## src/rtl/q_serializer.sv

```systemverilog
`default_nettype none
// ============================================================================
// Module   : q_serializer
// Brief    : Converts a charge value into a serial train of quantised pulses,
//            then holds the line low long enough for the receiver watchdog.
// Revision : 1.0 - initial release
// ============================================================================
module q_serializer #(
  parameter int BUS_WIDTH    = 10,
  parameter int Q_PER_PULSE  = 30,
  parameter int HIGH_CYCLES  = 1,
  parameter int LOW_CYCLES   = 1,
  parameter int TRAIL_CYCLES = 8
) (
  input  logic                 clk,
  input  logic                 rst,
  input  logic                 start,
  input  logic [BUS_WIDTH-1:0] q_in,
  output logic                 q_serialized,
  output logic                 busy,
  output logic                 done,
  output logic [BUS_WIDTH-1:0] pulse_count,
  output logic [BUS_WIDTH-1:0] residue
);

  localparam int C_MAX_HL  = (HIGH_CYCLES > LOW_CYCLES) ? HIGH_CYCLES : LOW_CYCLES;
  localparam int C_MAX_CYC = (C_MAX_HL > TRAIL_CYCLES) ? C_MAX_HL : TRAIL_CYCLES;
  localparam int C_TW      = (C_MAX_CYC > 1) ? $clog2(C_MAX_CYC) : 1;

  localparam logic [BUS_WIDTH-1:0] c_qpp      = BUS_WIDTH'(Q_PER_PULSE);
  localparam logic [BUS_WIDTH-1:0] c_one      = BUS_WIDTH'(1);
  localparam logic [C_TW-1:0]      c_high_ld  = C_TW'(HIGH_CYCLES - 1);
  localparam logic [C_TW-1:0]      c_low_ld   = C_TW'(LOW_CYCLES - 1);
  localparam logic [C_TW-1:0]      c_trail_ld = C_TW'(TRAIL_CYCLES - 1);
  localparam logic [C_TW-1:0]      c_t_one    = C_TW'(1);

  localparam logic [2:0] c_st_idle  = 3'd0;
  localparam logic [2:0] c_st_check = 3'd1;
  localparam logic [2:0] c_st_high  = 3'd2;
  localparam logic [2:0] c_st_low   = 3'd3;
  localparam logic [2:0] c_st_trail = 3'd4;

  logic [2:0]           r_state;
  logic [BUS_WIDTH-1:0] r_rem;
  logic [BUS_WIDTH-1:0] r_cnt;
  logic [C_TW-1:0]      r_timer;
  logic                 r_q_ser;
  logic                 r_busy;
  logic                 r_done;
  logic [BUS_WIDTH-1:0] r_pulse_count;
  logic [BUS_WIDTH-1:0] r_residue;
  logic                 w_timer_zero;

  assign w_timer_zero = (r_timer == '0);

  // Division by repeated subtraction: each CHECK with enough remaining charge
  // emits one pulse and removes one quantum, so cnt*Q + rem == q_in always.
  always_ff @(posedge clk or negedge rst) begin
    if (!rst) begin
      r_state       <= c_st_idle;
      r_rem         <= '0;
      r_cnt         <= '0;
      r_timer       <= '0;
      r_q_ser       <= 1'b0;
      r_busy        <= 1'b0;
      r_done        <= 1'b0;
      r_pulse_count <= '0;
      r_residue     <= '0;
    end else begin
      r_done <= 1'b0;
      case (r_state)
        c_st_idle: begin
          if (start) begin
            r_rem   <= q_in;
            r_cnt   <= '0;
            r_busy  <= 1'b1;
            r_state <= c_st_check;
          end
        end
        c_st_check: begin
          if (r_rem >= c_qpp) begin
            r_q_ser <= 1'b1;
            r_rem   <= r_rem - c_qpp;
            r_cnt   <= r_cnt + c_one;
            r_timer <= c_high_ld;
            r_state <= c_st_high;
          end else begin
            r_timer <= c_trail_ld;
            r_state <= c_st_trail;
          end
        end
        c_st_high: begin
          if (w_timer_zero) begin
            r_q_ser <= 1'b0;
            r_timer <= c_low_ld;
            r_state <= c_st_low;
          end else begin
            r_timer <= r_timer - c_t_one;
          end
        end
        c_st_low: begin
          if (w_timer_zero) begin
            r_state <= c_st_check;
          end else begin
            r_timer <= r_timer - c_t_one;
          end
        end
        c_st_trail: begin
          // Trailing low time lets the receiver watchdog close the frame.
          if (w_timer_zero) begin
            r_done        <= 1'b1;
            r_busy        <= 1'b0;
            r_pulse_count <= r_cnt;
            r_residue     <= r_rem;
            r_state       <= c_st_idle;
          end else begin
            r_timer <= r_timer - c_t_one;
          end
        end
        default: begin
          r_state <= c_st_idle;
          r_q_ser <= 1'b0;
          r_busy  <= 1'b0;
        end
      endcase
    end
  end

  assign q_serialized = r_q_ser;
  assign busy         = r_busy;
  assign done         = r_done;
  assign pulse_count  = r_pulse_count;
  assign residue      = r_residue;

endmodule
`default_nettype wire

```

## config.mk

```make
export PLATFORM = sky130hd
export DESIGN_NAME = q_serializer
export DESIGN_NICKNAME = d
export VERILOG_FILES = /design/src/rtl/q_serializer.sv
export SDC_FILE = /design/constraint.sdc
export NUM_CORES = 1
export LEC_CHECK = 0
export CAP_MARGIN = 20
export CORE_ASPECT_RATIO = 0.7
export CORE_UTILIZATION = 54
export CTS_CLUSTER_SIZE = 20
export DETAILED_ROUTE_END_ITERATION = 6
export PLACE_DENSITY = 0.79
export REMOVE_ABC_BUFFERS = 1
export SYNTH_ARGS = -nofsm -noshare
export SYNTH_HDL_FRONTEND = slang
export SYNTH_SLANG_ARGS = --single-unit
```

## constraint.sdc

```tcl
create_clock -name clk -period 1.7 [get_ports clk]
set_input_delay 0.51 -clock clk [delete_from_list [all_inputs] [get_ports clk]]
set_output_delay 0.51 -clock clk [all_outputs]
set_load 0.01 [all_outputs]
```

=== Yosys cells after proc, flatten, opt, wreduce, memory -nomap -nowiden ===
Cells that the tools add are included.

* Flip-flop bits (word level): 49
* Bits in latches: 0
* RAM bits: 0
* Bits in read-only memories: 0
* Bits of input ports: 13
* Output and inout port bits: 23
* Logic and storage cells: 61
* Memories kept: 0

* $add $sub $neg: 3
* Multiply operators: 0
* Div/mod/pow operators: 0
* $lt $le $gt $ge: 1
* Equality and inequality tests: 10
* Shift-type cells: 0
* Multiplexer cells: 23
* Bitwise logic cells: 2
* Reduce and logical (&&, ||, !) cells: 13

{| class="wikitable"
|+ Operators by type and width
! operator !! count
|-
| 2-to-1 mux 10 bit || 4
|-
| case mux 10 bit (2 select lines) || 2
|-
| 2-to-1 mux 3 bit || 8
|-
| case mux 3 bit (5 select lines) || 1
|-
| != test 2 bit, second input constant || 6
|-
| adder 10 x 1 -> 10 bit, second input constant || 1
|-
| greater-or-equal comparator 10 x 5 -> 1 bit, second input constant || 1
|-
| subtractor 10 x 5 -> 10 bit, second input constant || 1
|-
| case mux 3 bit (3 select lines) || 1
|-
| AND reduction 3 bit || 3
|-
| == test 3 x 2 -> 1 bit, second input constant || 2
|-
| logical NOT 3 bit || 2
|-
| case mux 1 bit (3 select lines) || 2
|-
| OR reduction 3 bit || 2
|-
| 2-to-1 mux 1 bit || 5
|-
| AND reduction 2 bit || 2
|-
| AND reduction 4 bit || 1
|-
| == test 3 x 1 -> 1 bit, second input constant || 1
|-
| == test 3 bit, second input constant || 1
|-
| nonzero test 3 bit || 1
|-
| subtractor 3 x 1 -> 3 bit, second input constant || 1
|-
| inverter 1 bit || 2
|-
| nonzero test 2 bit || 1
|-
| OR reduction 2 bit || 1
|}

=== Longest topological paths before layout ===
Gate-level depths: netlist of run 1.

* Depth after elaboration: 4
* Mapped depth: 7
* Gate-level depth less buffers: 6

=== Worst setup path before layout of run 1 ===
OpenSTA, ideal clock, no wires.

* Kind: register to register
* Start: register r_state[2]
* End: register r_cnt[4]
* Library setup time: 0.128 ns
* Data arrival time: 1.404 ns
* Data required time: 1.572 ns
* Setup slack: 0.168 ns
* Stages on the path, launching flop included: 6
* Buffers on the path: 1
* Period minus slack after synthesis: 1.532 ns
* Cells stage by stage: dfrtp_1 -> or2_2 -> a311o_1 -> buf_6 -> o21ai_2 -> o31ai_2

* Cells in the longest elaborated chain, start to end: 3
* Elaborated cells between the ends (all ways): 7
* Classes of those cells: eq/ne (3); mux (1); reduce/logical (3)

{| class="wikitable"
|+ RTL lines
! element !! RTL line !! RTL
|-
| start: declaration || 43 || <nowiki>logic [2:0] r_state;</nowiki>
|-
| start signal: assignment || 60 || <nowiki>r_state <= c_st_idle;</nowiki>
|-
| start signal: assignment || 77 || <nowiki>r_state <= c_st_check;</nowiki>
|-
| start signal: assignment || 86 || <nowiki>r_state <= c_st_high;</nowiki>
|-
| == test 3 x 1 -> 1 bit / logical NOT 3 bit (equally long branches) || 71 || <nowiki>case (r_state)</nowiki>
|-
| != test 2 bit (no line) / nonzero test 2 bit (equally long branches) || -- ||
|-
| AND reduction 3 bit (no line) || -- ||
|-
| end signal: assignment || 84 || <nowiki>r_cnt <= r_cnt + c_one;</nowiki>
|-
| end: declaration || 45 || <nowiki>logic [BUS_WIDTH-1:0] r_cnt;</nowiki>
|}

Parallel ways exist; a longest one is shown, timed or not.
A chain may end at the register's enable or synchronous reset.

=== Worst setup path in the final report of run 1 ===
* Start: input port start
* End: register r_cnt[7]

* Cells in the longest elaborated chain, start to end: 2

{| class="wikitable"
|+ RTL lines
! element !! RTL line !! RTL
|-
| start: declaration || 17 || <nowiki>input logic start,</nowiki>
|-
| != test 2 bit (no line) || -- ||
|-
| AND reduction 3 bit (no line) || -- ||
|}

No other way between the ends.

==> Implementation_results.wiki, run 1 <==
{| class="wikitable"
! Metric !! Value
|-
| Status || complete, no violations
|-
| Initial antenna violation count || 0
|-
| Library cell occupying the most area in the post-synthesis netlist || sky130_fd_sc_hd__dfrtp_1
|-
| Dominant combinational cell family by area after synthesis || compound AO/OA/AOI/OAI gates
|-
| Vert. Die Dim || 58.7 um
|-
| First-pass detailed-route iteration total || 4
|-
| DR WL met3 || 246 um
|-
| Comb pwr share || 48.3%
|-
| Area overhead of the layout relative to synthesis || 28.7%
|-
| Sum Neg Setup Slack || 0 ns
|-
| Clock Path Buffers || 2
|-
| Critical path data arrival time || 1.84 ns
|-
| Std-Cell Core Area || 4380 um^2
|-
| Prevailing post-synth register cell || sky130_fd_sc_hd__dfrtp_1
|-
| Worst endpoint required time || 1.88 ns
|-
| Clock root cell || sky130_fd_sc_hd__clkbuf_8
|-
| Vias in the first global route || 1,683
|-
| Area of the multi-input gates || 1210 um^2
|-
| DR vias || 1,943
|-
| I/O pin total || 36
|-
| Total of endpoints with negative setup slack in the final report || 0
|-
| Global Route Usage Sum || 20.9%
|-
| First-pass GRT wire length || 7.90 mm
|-
| Clock latency reported for the late side of the worst-skew pair || 0.30 ns
|-
| Sink Count || 49
|-
| Proportion of synthesized area in mux cells || 9.92%
|-
| Area share of and/or/nand/nor cells after synthesis || 14.7%
|-
| Slew HR || 74.0%
|-
| Area fraction in compound gates after synthesis || 20.4%
|-
| Post-Place Setup Slack || -0.237 ns
|-
| CTS H-tree depth || 2
|-
| Period utilization || 97.8%
|-
| Global placer's final weighted congestion || 0.810
|-
| Startpoint of the most critical register-to-register path || r_rem[1]
|-
| Post-synth top area share || 49.4%
|-
| Number of buffers inserted by port buffering || 35
|-
| Minimum period implied by the final worst setup slack || 1.66 ns
|-
| Number of antenna diodes || 0
|-
| Path category of the worst min-delay check || in -> async
|-
| Achievable frequency || 602 MHz
|-
| Final count of hold timing violations || 0
|-
| P per Cell Area || 1480 nW/um^2
|-
| Class of the most critical setup path || in -> reg
|-
| Sw Ratio || 38.9%
|-
| Total grt overflow || 0
|-
| Share of layout cells above drive strength 1 || 21.8%
|-
| Leading cell types in the layout, fill and taps excluded || sky130_fd_sc_hd__dfrtp_1 (49), sky130_fd_sc_hd__o21ai_1 (21), sky130_fd_sc_hd__nand2_1 (17), sky130_fd_sc_hd__buf_4 (17), sky130_fd_sc_hd__mux2_2 (15)
|-
| Per-cell via count in the routed design || 5.73
|-
| Hold Worst Slack || 0.184 ns
|-
| Die X-Extent || 83.1 um
|-
| Largest net degree at the start of global routing || 50
|-
| Register area || 1230 um^2
|-
| Routed Antenna Nets || 0
|-
| Wl on met1 || 2.49 mm
|-
| Total Power || 4.73 mW
|-
| Number of synthesized flops with an enable pin || 0
|-
| Worst slew pin tran || 0.389 ns
|-
| Die footprint || 4880 um^2
|-
| Crit path setup slack, layout || 0.0381 ns
|-
| Reg-to-reg endpoint || r_cnt[7]
|-
| Share of flip-flops with an asynchronous set or reset after synthesis || 100%
|-
| Cells after Synth || 229
|-
| Max Cap Violations || 0
|-
| Share of synthesized area occupied by flip-flops and latches || 49.4%
|-
| Worst-case clock skew || 0.00418 ns
|-
| # nets final || 300
|-
| Average wire per standard cell || 15.1 um
|-
| Hold buffer count at cts || 0
|-
| Total Wirelength || 5.11 mm
|-
| Sw Pwr || 1.84 mW
|-
| Number of clock buffers inserted by TritonCTS || 5
|-
| Leading cell type in the layout, fill and taps excluded || sky130_fd_sc_hd__dfrtp_1
|-
| XOR/XNOR share of the synthesized area || 0%
|-
| Internal reg-to-reg setup slack || 0.07 ns
|-
| Crit start category || primary input
|-
| Kind of capture point of the worst setup path || flop
|-
| Number of distinct library cell variants in the gate-level netlist after synthesis || 53
|-
| Largest fanout of any net on the critical path || 20
|-
| Post-DP HPWL || 3.50 mm
|-
| Final-report max-slew violation count || 0
|-
| Total standard cell area after synthesis || 2480 um^2
|-
| Highest metal layer used by the detailed router || met4
|-
| Adder-cell share of the synthesized area || 2.02%
|-
| Clock network fraction of design power || 13.9%
|-
| Leakage component of the power || 1.45 nW
|-
| Wire length on met2 || 2.32 mm
|-
| DRC violations left || 0
|-
| Post-CTS clock slew at the launch and capture registers of the worst setup and hold paths || 0.08 ns
|-
| Number of cell instances on the worst register-to-register path || 5
|-
| Row Count || 20
|-
| Synth top area cells || sky130_fd_sc_hd__dfrtp_1 (49%), sky130_fd_sc_hd__mux2_2 (6.8%), sky130_fd_sc_hd__o21ai_1 (4.4%)
|-
| Worst-case vdd ir drop || 904 uV
|-
| Sequential Power Share || 37.8%
|-
| DRC violation total after the first TritonRoute iteration || 55
|-
| Yosys Warn Count || 0
|-
| Mean Syn Cell Area || 10.8 um^2
|-
| CTS tree || yes
|-
| Fill cell total of the finished layout || 316
|-
| Internal power || 2.89 mW
|-
| Starting Density || 56.7%
|-
| Total of flip-flops plus latches after synthesis || 49
|}
[routing by layer]
metal / track usage (%) / up-vias
li1: - / 965
met1: 30.4 / 927
met2: 31.5 / 43
met3: 4.63 / 8
met4: 6.65 / 0
met5: 0 / -
[power by group through the flow]
stage / sequential, mW / clock, mW / combinational [mW]
6_report: 1.79 / 0.657 / 2.29
5_1_grt: 1.82 / 0.726 / 2.51
4_1_cts: 1.77 / 0.672 / 2.18
3_5_place_dp: 1.80 / 0 / 2.21
3_3_place_gp: 1.79 / 0 / 2.16
2_1_floorplan: 1.88 / 0 / 1.17
[timing repair]
action	4_1_cts	5_1_grt
setup endpoints to repair	13	35
resized for setup	13	22
setup buffers	0	1
pin swaps	0	2
gates cloned	0	1
[synthesized netlist by cell type (all sizes together), types with 2 or more instances]
library cell / n
buf: 9
nand4: 4
and3: 2
o21ai: 25
nor3: 3
or3b: 2
a21oi: 14
inv: 5
ha: 4
o32ai: 3
dfrtp: 49
nor2b: 2
nor2: 14
nand2b: 4
nor3b: 4
and2: 4
a31oi: 4
a41oi: 2
nand3: 5
nand2: 17
clkbuf: 3
nor4: 2
o21a: 3
mux2: 21
o211ai: 3
o31ai: 5
[registers in the layout, summed over array words and instances, names as in the netlist]
register / flops
done: 1
r_state: 3
residue: 10
r_timer: 3
pulse_count: 10
q_serialized: 1
r_cnt: 10
r_rem: 10
busy: 1
[cell families after synthesis]
logic type | Yosys count
compound gates | 71
simple gates | 66
flops | 49
mux | 22
buf+inv | 17
fa+ha+maj | 4
[critical path, cell delays in order]
cell and delay [ns]:
sky130_fd_sc_hd__clkdlybuf4s50_1 0.48, sky130_fd_sc_hd__nor2_1 0.07, sky130_fd_sc_hd__a311o_1 0.36, sky130_fd_sc_hd__buf_12 0.17, sky130_fd_sc_hd__o21ai_1 0.15, sky130_fd_sc_hd__o31ai_1 0.10
[layout make-up]
type / instances / area share (%)
Sequential cell: 49 / 38.4
Inverter: 5 / 0.587
Tap cell: 55 / 2.15
Timing Repair Buffer: 59 / 18.5
Clock buffer: 8 / 2.51
Multi-Input combinational cell: 163 / 37.9
[worst max path at each step]
stage / end / depth (start not counted) / start / slack (ns)
after detailed placement: r_rem[0] / 4 / start / -0.24
after global placement: r_rem[0] / 4 / start / -0.20
after global routing: r_timer[2] / 7 / r_timer[0] / -0.01
after CTS: residue[2] / 1 / residue[2] / 0.0003
after floorplan: r_cnt[8] / 4 / r_state[0] / -0.19
final: r_cnt[7] / 6 / start / 0.04
[through the flow]
step | area [um^2] | std cells | util (%)
global route | 3200 | 339 | 73.0
CTS | 3110 | 337 | 70.9
detailed placement | 3040 | 329 | 69.5
global placement | 3040 | 329 | 69.5
finish | 3200 | 339 | 73.0
floorplan | 2410 | 217 | -
(Power assumes the default switching activity.)
==> run 2, diff against run 1 <==
--- a/config.mk
+++ b/config.mk
@@ -7,10 +7,9 @@
 export LEC_CHECK = 0
 export CAP_MARGIN = 20
 export CORE_ASPECT_RATIO = 0.7
-export CORE_UTILIZATION = 54
+export CORE_UTILIZATION = 35
 export CTS_CLUSTER_SIZE = 20
 export DETAILED_ROUTE_END_ITERATION = 6
-export PLACE_DENSITY = 0.79
 export REMOVE_ABC_BUFFERS = 1
 export SYNTH_ARGS = -nofsm -noshare
 export SYNTH_HDL_FRONTEND = slang
==> constraint.sdc (replaced) <==
create_clock -name clk -period 1.7 [get_ports clk]
set_input_delay 0.34 -clock clk [delete_from_list [all_inputs] [get_ports clk]]
set_output_delay 0.34 -clock clk [all_outputs]
set_load 0.01 [all_outputs]
==> run 2 against run 1 <==
Fmax rose by 2.2%. Design area rose by 4.9%. Count of clock-buffer cells in the layout down 3. Combinational power grew 3%. Final cell count rose by 13%. Via count shrank 0.21%. Flip-flop and latch count did not move. Register-to-register slack barely moved. Global-route usage is 5.4 points lower. Wire length rose by 7.0%. Die area grew 53%. Sequential share of layout area down 1.7 points. Critical path type is now reg -> reg. Critical endpoint is now r_rem[2]. Largest power group unchanged.
==> Implementation_results.wiki, run 2 (same netlist as run 1, synthesis figures left out) <==
{| class="wikitable"
! Metric !! Value
|-
| Clock Path Buffers || 2
|-
| CTS H-tree depth || 2
|-
| Clock root cell || sky130_fd_sc_hd__clkbuf_8
|-
| Worst-case vdd ir drop || 578 uV
|-
| Max Cap Violations || 0
|-
| Final count of hold timing violations || 0
|-
| Worst slew pin tran || 0.309 ns
|-
| First-pass detailed-route iteration total || 4
|-
| First-pass GRT wire length || 8.85 mm
|-
| Vert. Die Dim || 72.5 um
|-
| Average wire per standard cell || 14.3 um
|-
| Leakage component of the power || 1.40 nW
|-
| Global placer's final weighted congestion || 0.753
|-
| Clock latency reported for the late side of the worst-skew pair || 0.30 ns
|-
| Hold buffer count at cts || 0
|-
| Die X-Extent || 103 um
|-
| Largest net degree at the start of global routing || 50
|-
| Sequential Power Share || 34.7%
|-
| DR vias || 1,939
|-
| Final std cell area, no fill || 3350 um^2
|-
| Kind of capture point of the worst setup path || flop
|-
| Unrepaired setup endpoints after global routing || no
|-
| Register area || 1230 um^2
|-
| DRC violations left || 0
|-
| Period utilization || 95.6%
|-
| Path category of the worst min-delay check || in -> async
|-
| DRC violation total after the first TritonRoute iteration || 84
|-
| Number of antenna diodes || 0
|-
| Sw Pwr || 1.88 mW
|-
| Critical path data arrival time || 1.84 ns
|-
| Internal power || 3.25 mW
|-
| Row Count || 25
|-
| Leading cell type in the layout, fill and taps excluded || sky130_fd_sc_hd__dfrtp_1
|-
| Area of the multi-input gates || 1210 um^2
|-
| Routed Antenna Nets || 0
|-
| # nets final || 305
|-
| Slew HR || 79.4%
|-
| Fill cell total of the finished layout || 640
|-
| Placed instance area || 3100 um^2
|-
| Worst-case clock skew || 0.00729 ns
|-
| Per-cell via count in the routed design || 5.06
|-
| Total Wirelength || 5.47 mm
|-
| Comb pwr share || 46.2%
|-
| Vias in the first global route || 1,842
|-
| P per Cell Area || 1530 nW/um^2
|-
| Total Power || 5.13 mW
|-
| Worst endpoint required time || 1.91 ns
|-
| Share of layout cells above drive strength 1 || 24.9%
|-
| Total grt overflow || 0
|-
| Std-Cell Core Area || 6820 um^2
|-
| Final-report max-slew violation count || 0
|-
| Sink Count || 49
|-
| Global Route Usage Sum || 15.5%
|-
| Achievable frequency || 615 MHz
|-
| Die footprint || 7440 um^2
|-
| Class of the most critical setup path || reg -> reg
|-
| Minimum period implied by the final worst setup slack || 1.63 ns
|-
| Number of buffers inserted by port buffering || 35
|-
| Post-DP HPWL || 3.63 mm
|-
| I/O pin total || 36
|-
| Number of clock buffers inserted by TritonCTS || 5
|-
| Initial antenna violation count || 0
|-
| Crit start category || flop
|-
| Leading cell types in the layout, fill and taps excluded || sky130_fd_sc_hd__dfrtp_1 (47), sky130_fd_sc_hd__clkdlybuf4s50_1 (34), sky130_fd_sc_hd__buf_4 (23)
|-
| Clock network fraction of design power || 19.0%
|-
| CTS tree || yes
|-
| Post-CTS clock slew at the launch and capture registers of the worst setup and hold paths || 0.09 ns
|-
| Status || complete, no violations
|-
| Area overhead of the layout relative to synthesis || 35.0%
|-
| Total of endpoints with negative setup slack in the final report || 0
|-
| Largest fanout of any net on the critical path || 7
|-
| Sw Ratio || 36.6%
|-
| Starting Density || 36.4%
|}
[run 2: power groups by stage]
stage	registers [mW]	clock network [mW]	logic, mW
floorplan	1.88	0	1.17
detailed placement	1.78	0	2.25
finish	1.78	0.975	2.37
CTS	1.76	1.01	2.26
global route	1.84	1.04	2.65
global placement	1.78	0	2.22
[run 2: final cells by class]
cell class / count / area share [%]
clock buffer: 5 / 2.05
tap: 94 / 3.51
sequential: 49 / 36.7
clock inverter: 3 / 1.94
timing repair buffer: 64 / 19.1
inverter: 5 / 0.560
multi-input combinational: 163 / 36.2
[run 2: per-stage QoR]
stage	hold slack [ns]	setup slack, ns	cells	TNS (ns)	util [%]
final	0.00799	0.0743	383	0	49.2
after floorplan	0.0444	-0.194	217	-3.08	-
after global placement	0.349	-0.0362	371	-0.282	45.5
after CTS	0.0207	0.0422	379	0	47.4
after global routing	0.0322	0.00220	383	0	49.2
after detailed placement	0.353	-0.0802	371	-0.421	45.5
[run 2: critical path, stage by stage, from the launching register on]
cell,delay [ns]
sky130_fd_sc_hd__dfrtp_1,0.44
sky130_fd_sc_hd__a41oi_4,0.20
sky130_fd_sc_hd__buf_4,0.20
sky130_fd_sc_hd__a311oi_4,0.32
sky130_fd_sc_hd__buf_6,0.17
sky130_fd_sc_hd__nor2_1,0.04
sky130_fd_sc_hd__a31oi_1,0.17
[run 2: timing repair]
action / CTS / global route
setup buffers: 0 / 2
gates resized for setup: 0 / 12
endpoints found under the setup margin: 0 / 33
[run 2: per-layer routing]
| layer | global-route usage, % | vias up | wire, um |
|---|---|---|---|
| met5 | 0 | - | 0 |
| met4 | 3.33 | 0 | 37 |
| met3 | 3.76 | 6 | 301 |
| met2 | 21.6 | 50 | 2250 |
| met1 | 23.9 | 916 | 2880 |
| li1 | - | 967 | - |
[run 2: final timing paths]
kind,start,slack (ns),to,depth (start not counted)
max,r_rem[1],0.07,r_rem[2],6
min,rst,0.008,done,2
max reg2reg,r_rem[1],0.07,r_rem[2],6
min reg2reg,r_cnt[9],0.48,r_cnt[9],1
max in group asynchronous,rst,1.45,r_state[1],2
min in group clk,r_cnt[9],0.48,r_cnt[9],1
==> run 3, diff against run 2 <==
==> constraint.sdc (replaced) <==
create_clock -name clk -period 1.7 [get_ports clk]
set_input_delay 0.17 -clock clk [delete_from_list [all_inputs] [get_ports clk]]
set_output_delay 0.17 -clock clk [all_outputs]
set_load 0.01 [all_outputs]
==> run 3 against run 2 <==
Clock skew rose by 0.0028 ns. Die area did not move. Sequential share of layout area rose by 1.1 points. Critical path type unchanged. Largest cell class unchanged. Highest routed layer unchanged.
==> Implementation_results.wiki, run 3 (same netlist as run 1, synthesis figures left out) <==
{| class="wikitable"
! Metric !! Value
|-
| Period utilization || 97.0%
|-
| Per-cell via count in the routed design || 5.07
|-
| Largest net degree at the start of global routing || 50
|-
| Final-report max-slew violation count || 0
|-
| Worst-case clock skew || 0.0101 ns
|-
| Status || complete, no violations
|-
| Achievable frequency || 606 MHz
|-
| DR vias || 1,918
|-
| Reg-to-reg endpoint || residue[6]
|-
| Unrepaired setup endpoints after global routing || yes
|-
| Worst slew pin tran || 0.344 ns
|-
| Clock latency reported for the late side of the worst-skew pair || 0.31 ns
|-
| Critical path data arrival time || 1.84 ns
|-
| Leading cell types in the layout, fill and taps excluded || sky130_fd_sc_hd__dfrtp_1 (49), sky130_fd_sc_hd__clkdlybuf4s50_1 (34), sky130_fd_sc_hd__o21ai_1 (22)
|-
| # nets final || 300
|-
| Die X-Extent || 103 um
|-
| Slew HR || 77.0%
|-
| Hold Worst Slack || 0.386 ns
|-
| Clock root cell || sky130_fd_sc_hd__clkbuf_8
|-
| Post-Place Setup Slack || 0.0190 ns
|-
| Routed Antenna Nets || 0
|-
| First-pass GRT wire length || 9.30 mm
|-
| Leading cell type in the layout, fill and taps excluded || sky130_fd_sc_hd__dfrtp_1
|-
| CTS H-tree depth || 2
|-
| Placed instance area || 3070 um^2
|-
| Area overhead of the layout relative to synthesis || 30.6%
|-
| Share of layout cells above drive strength 1 || 22.5%
|-
| DRC violation total after the first TritonRoute iteration || 88
|-
| CTS tree || yes
|-
| Number of clock buffers inserted by TritonCTS || 5
|-
| Post-DP HPWL || 3.65 mm
|-
| Leakage component of the power || 1.34 nW
|-
| Std-Cell Core Area || 6820 um^2
|-
| Kind of capture point of the worst setup path || flop
|-
| Final std cell area, no fill || 3240 um^2
|-
| P per Cell Area || 1470 nW/um^2
|-
| Total grt overflow || 0
|-
| Vias in the first global route || 1,842
|-
| Fill cell total of the finished layout || 684
|-
| Row Count || 25
|-
| Path category of the worst min-delay check || in -> async
|-
| I/O pin total || 36
|-
| Average wire per standard cell || 14.6 um
|-
| Internal reg-to-reg setup slack || 0.05 ns
|-
| Total Wirelength || 5.52 mm
|-
| Sink Count || 49
|-
| Largest fanout of any net on the critical path || 11
|-
| Vert. Die Dim || 72.5 um
|-
| Crit start category || flop
|-
| First-pass detailed-route iteration total || 4
|-
| Minimum period implied by the final worst setup slack || 1.65 ns
|-
| Initial antenna violation count || 0
|-
| DRC violations left || 0
|-
| Clock Path Buffers || 2
|-
| Number of cell instances on the worst register-to-register path || 6
|-
| Crit path setup slack, layout || 0.0511 ns
|-
| Number of antenna diodes || 0
|-
| Startpoint of the most critical register-to-register path || r_timer[0]
|-
| Total of endpoints with negative setup slack in the final report || 0
|-
| Class of the most critical setup path || reg -> reg
|-
| Worst endpoint required time || 1.89 ns
|-
| Die footprint || 7440 um^2
|-
| Max Cap Violations || 0
|-
| Starting Density || 36.4%
|-
| Number of buffers inserted by port buffering || 35
|-
| Post-CTS clock slew at the launch and capture registers of the worst setup and hold paths || 0.10 ns
|-
| Final count of hold timing violations || 0
|-
| Global placer's final weighted congestion || 0.808
|-
| Global Route Usage Sum || 16.2%
|-
| Worst-case vdd ir drop || 515 uV
|}
[run 3: routing by layer]
layer | GRT usage [%] | vias to the layer above | wire length, um
met1 | 25.0 | 918 | 2990
met2 | 22.1 | 43 | 2280
met3 | 4.91 | 6 | 205
met5 | 0 | - | 0
li1 | - | 951 | -
met4 | 2.86 | 0 | 51
[run 3: how the worst max path moves through the flow]
stage	slack, ns	cells past startpoint	to	from
3_5_place_dp	0.02	6	residue[6]	r_timer[0]
3_3_place_gp	0.06	6	residue[6]	r_timer[0]
4_1_cts	0.004	6	residue[6]	r_timer[0]
6_report	0.05	6	residue[6]	r_timer[0]
2_1_floorplan	-0.19	4	r_cnt[8]	r_state[0]
5_1_grt	-0.005	5	r_rem[3]	r_state[0]
[run 3: metrics by stage]
stage                     power, mW  instances  utilization, %   TNS, ns
after floorplan                3.05        217               -     -3.08
after global placement         3.97        367            45.0         0
after detailed placement       4.00        367            45.0         0
after CTS                      4.71        376            46.5         0
after global routing           5.17        378            47.6  -0.00859
final                          4.78        378            47.6         0
[run 3: timing repair]
item / 4_1_cts / 5_1_grt
endpoints found under the setup margin: 0 / 29
setup buffers: 0 / 1
hold buffers: 1 / 0
hold endpoints to repair: 49 / 0
gates resized for setup: 0 / 8
[run 3: power breakdown]
| group | internal (mW) | switching [mW] | total (mW) | leakage (nW) |
|---|---|---|---|---|
| clock | 0.293 | 0.419 | 0.712 | 0.0445 |
| sequential | 1.47 | 0.303 | 1.77 | 0.596 |
| combinational | 1.13 | 1.16 | 2.30 | 0.704 |
[run 3: final cells by class]
type | instances | area (um^2) | area share, %
clock buffer | 5 | 68.8 | 2.12
tap | 94 | 118 | 3.63
clock inverter | 3 | 21.3 | 0.656
sequential | 49 | 1230 | 37.8
inverter | 5 | 18.8 | 0.578
multi-input combinational | 163 | 1210 | 37.3
timing repair buffer | 59 | 583 | 18.0
[run 3: critical path, cell delays in order, from the launching register on]
cell and delay [ns]:
sky130_fd_sc_hd__dfrtp_1 0.41, sky130_fd_sc_hd__inv_2 0.07, sky130_fd_sc_hd__ha_2 0.19, sky130_fd_sc_hd__nor3b_4 0.28
sky130_fd_sc_hd__nand2b_4 0.11, sky130_fd_sc_hd__buf_12 0.16, sky130_fd_sc_hd__mux2_1 0.30
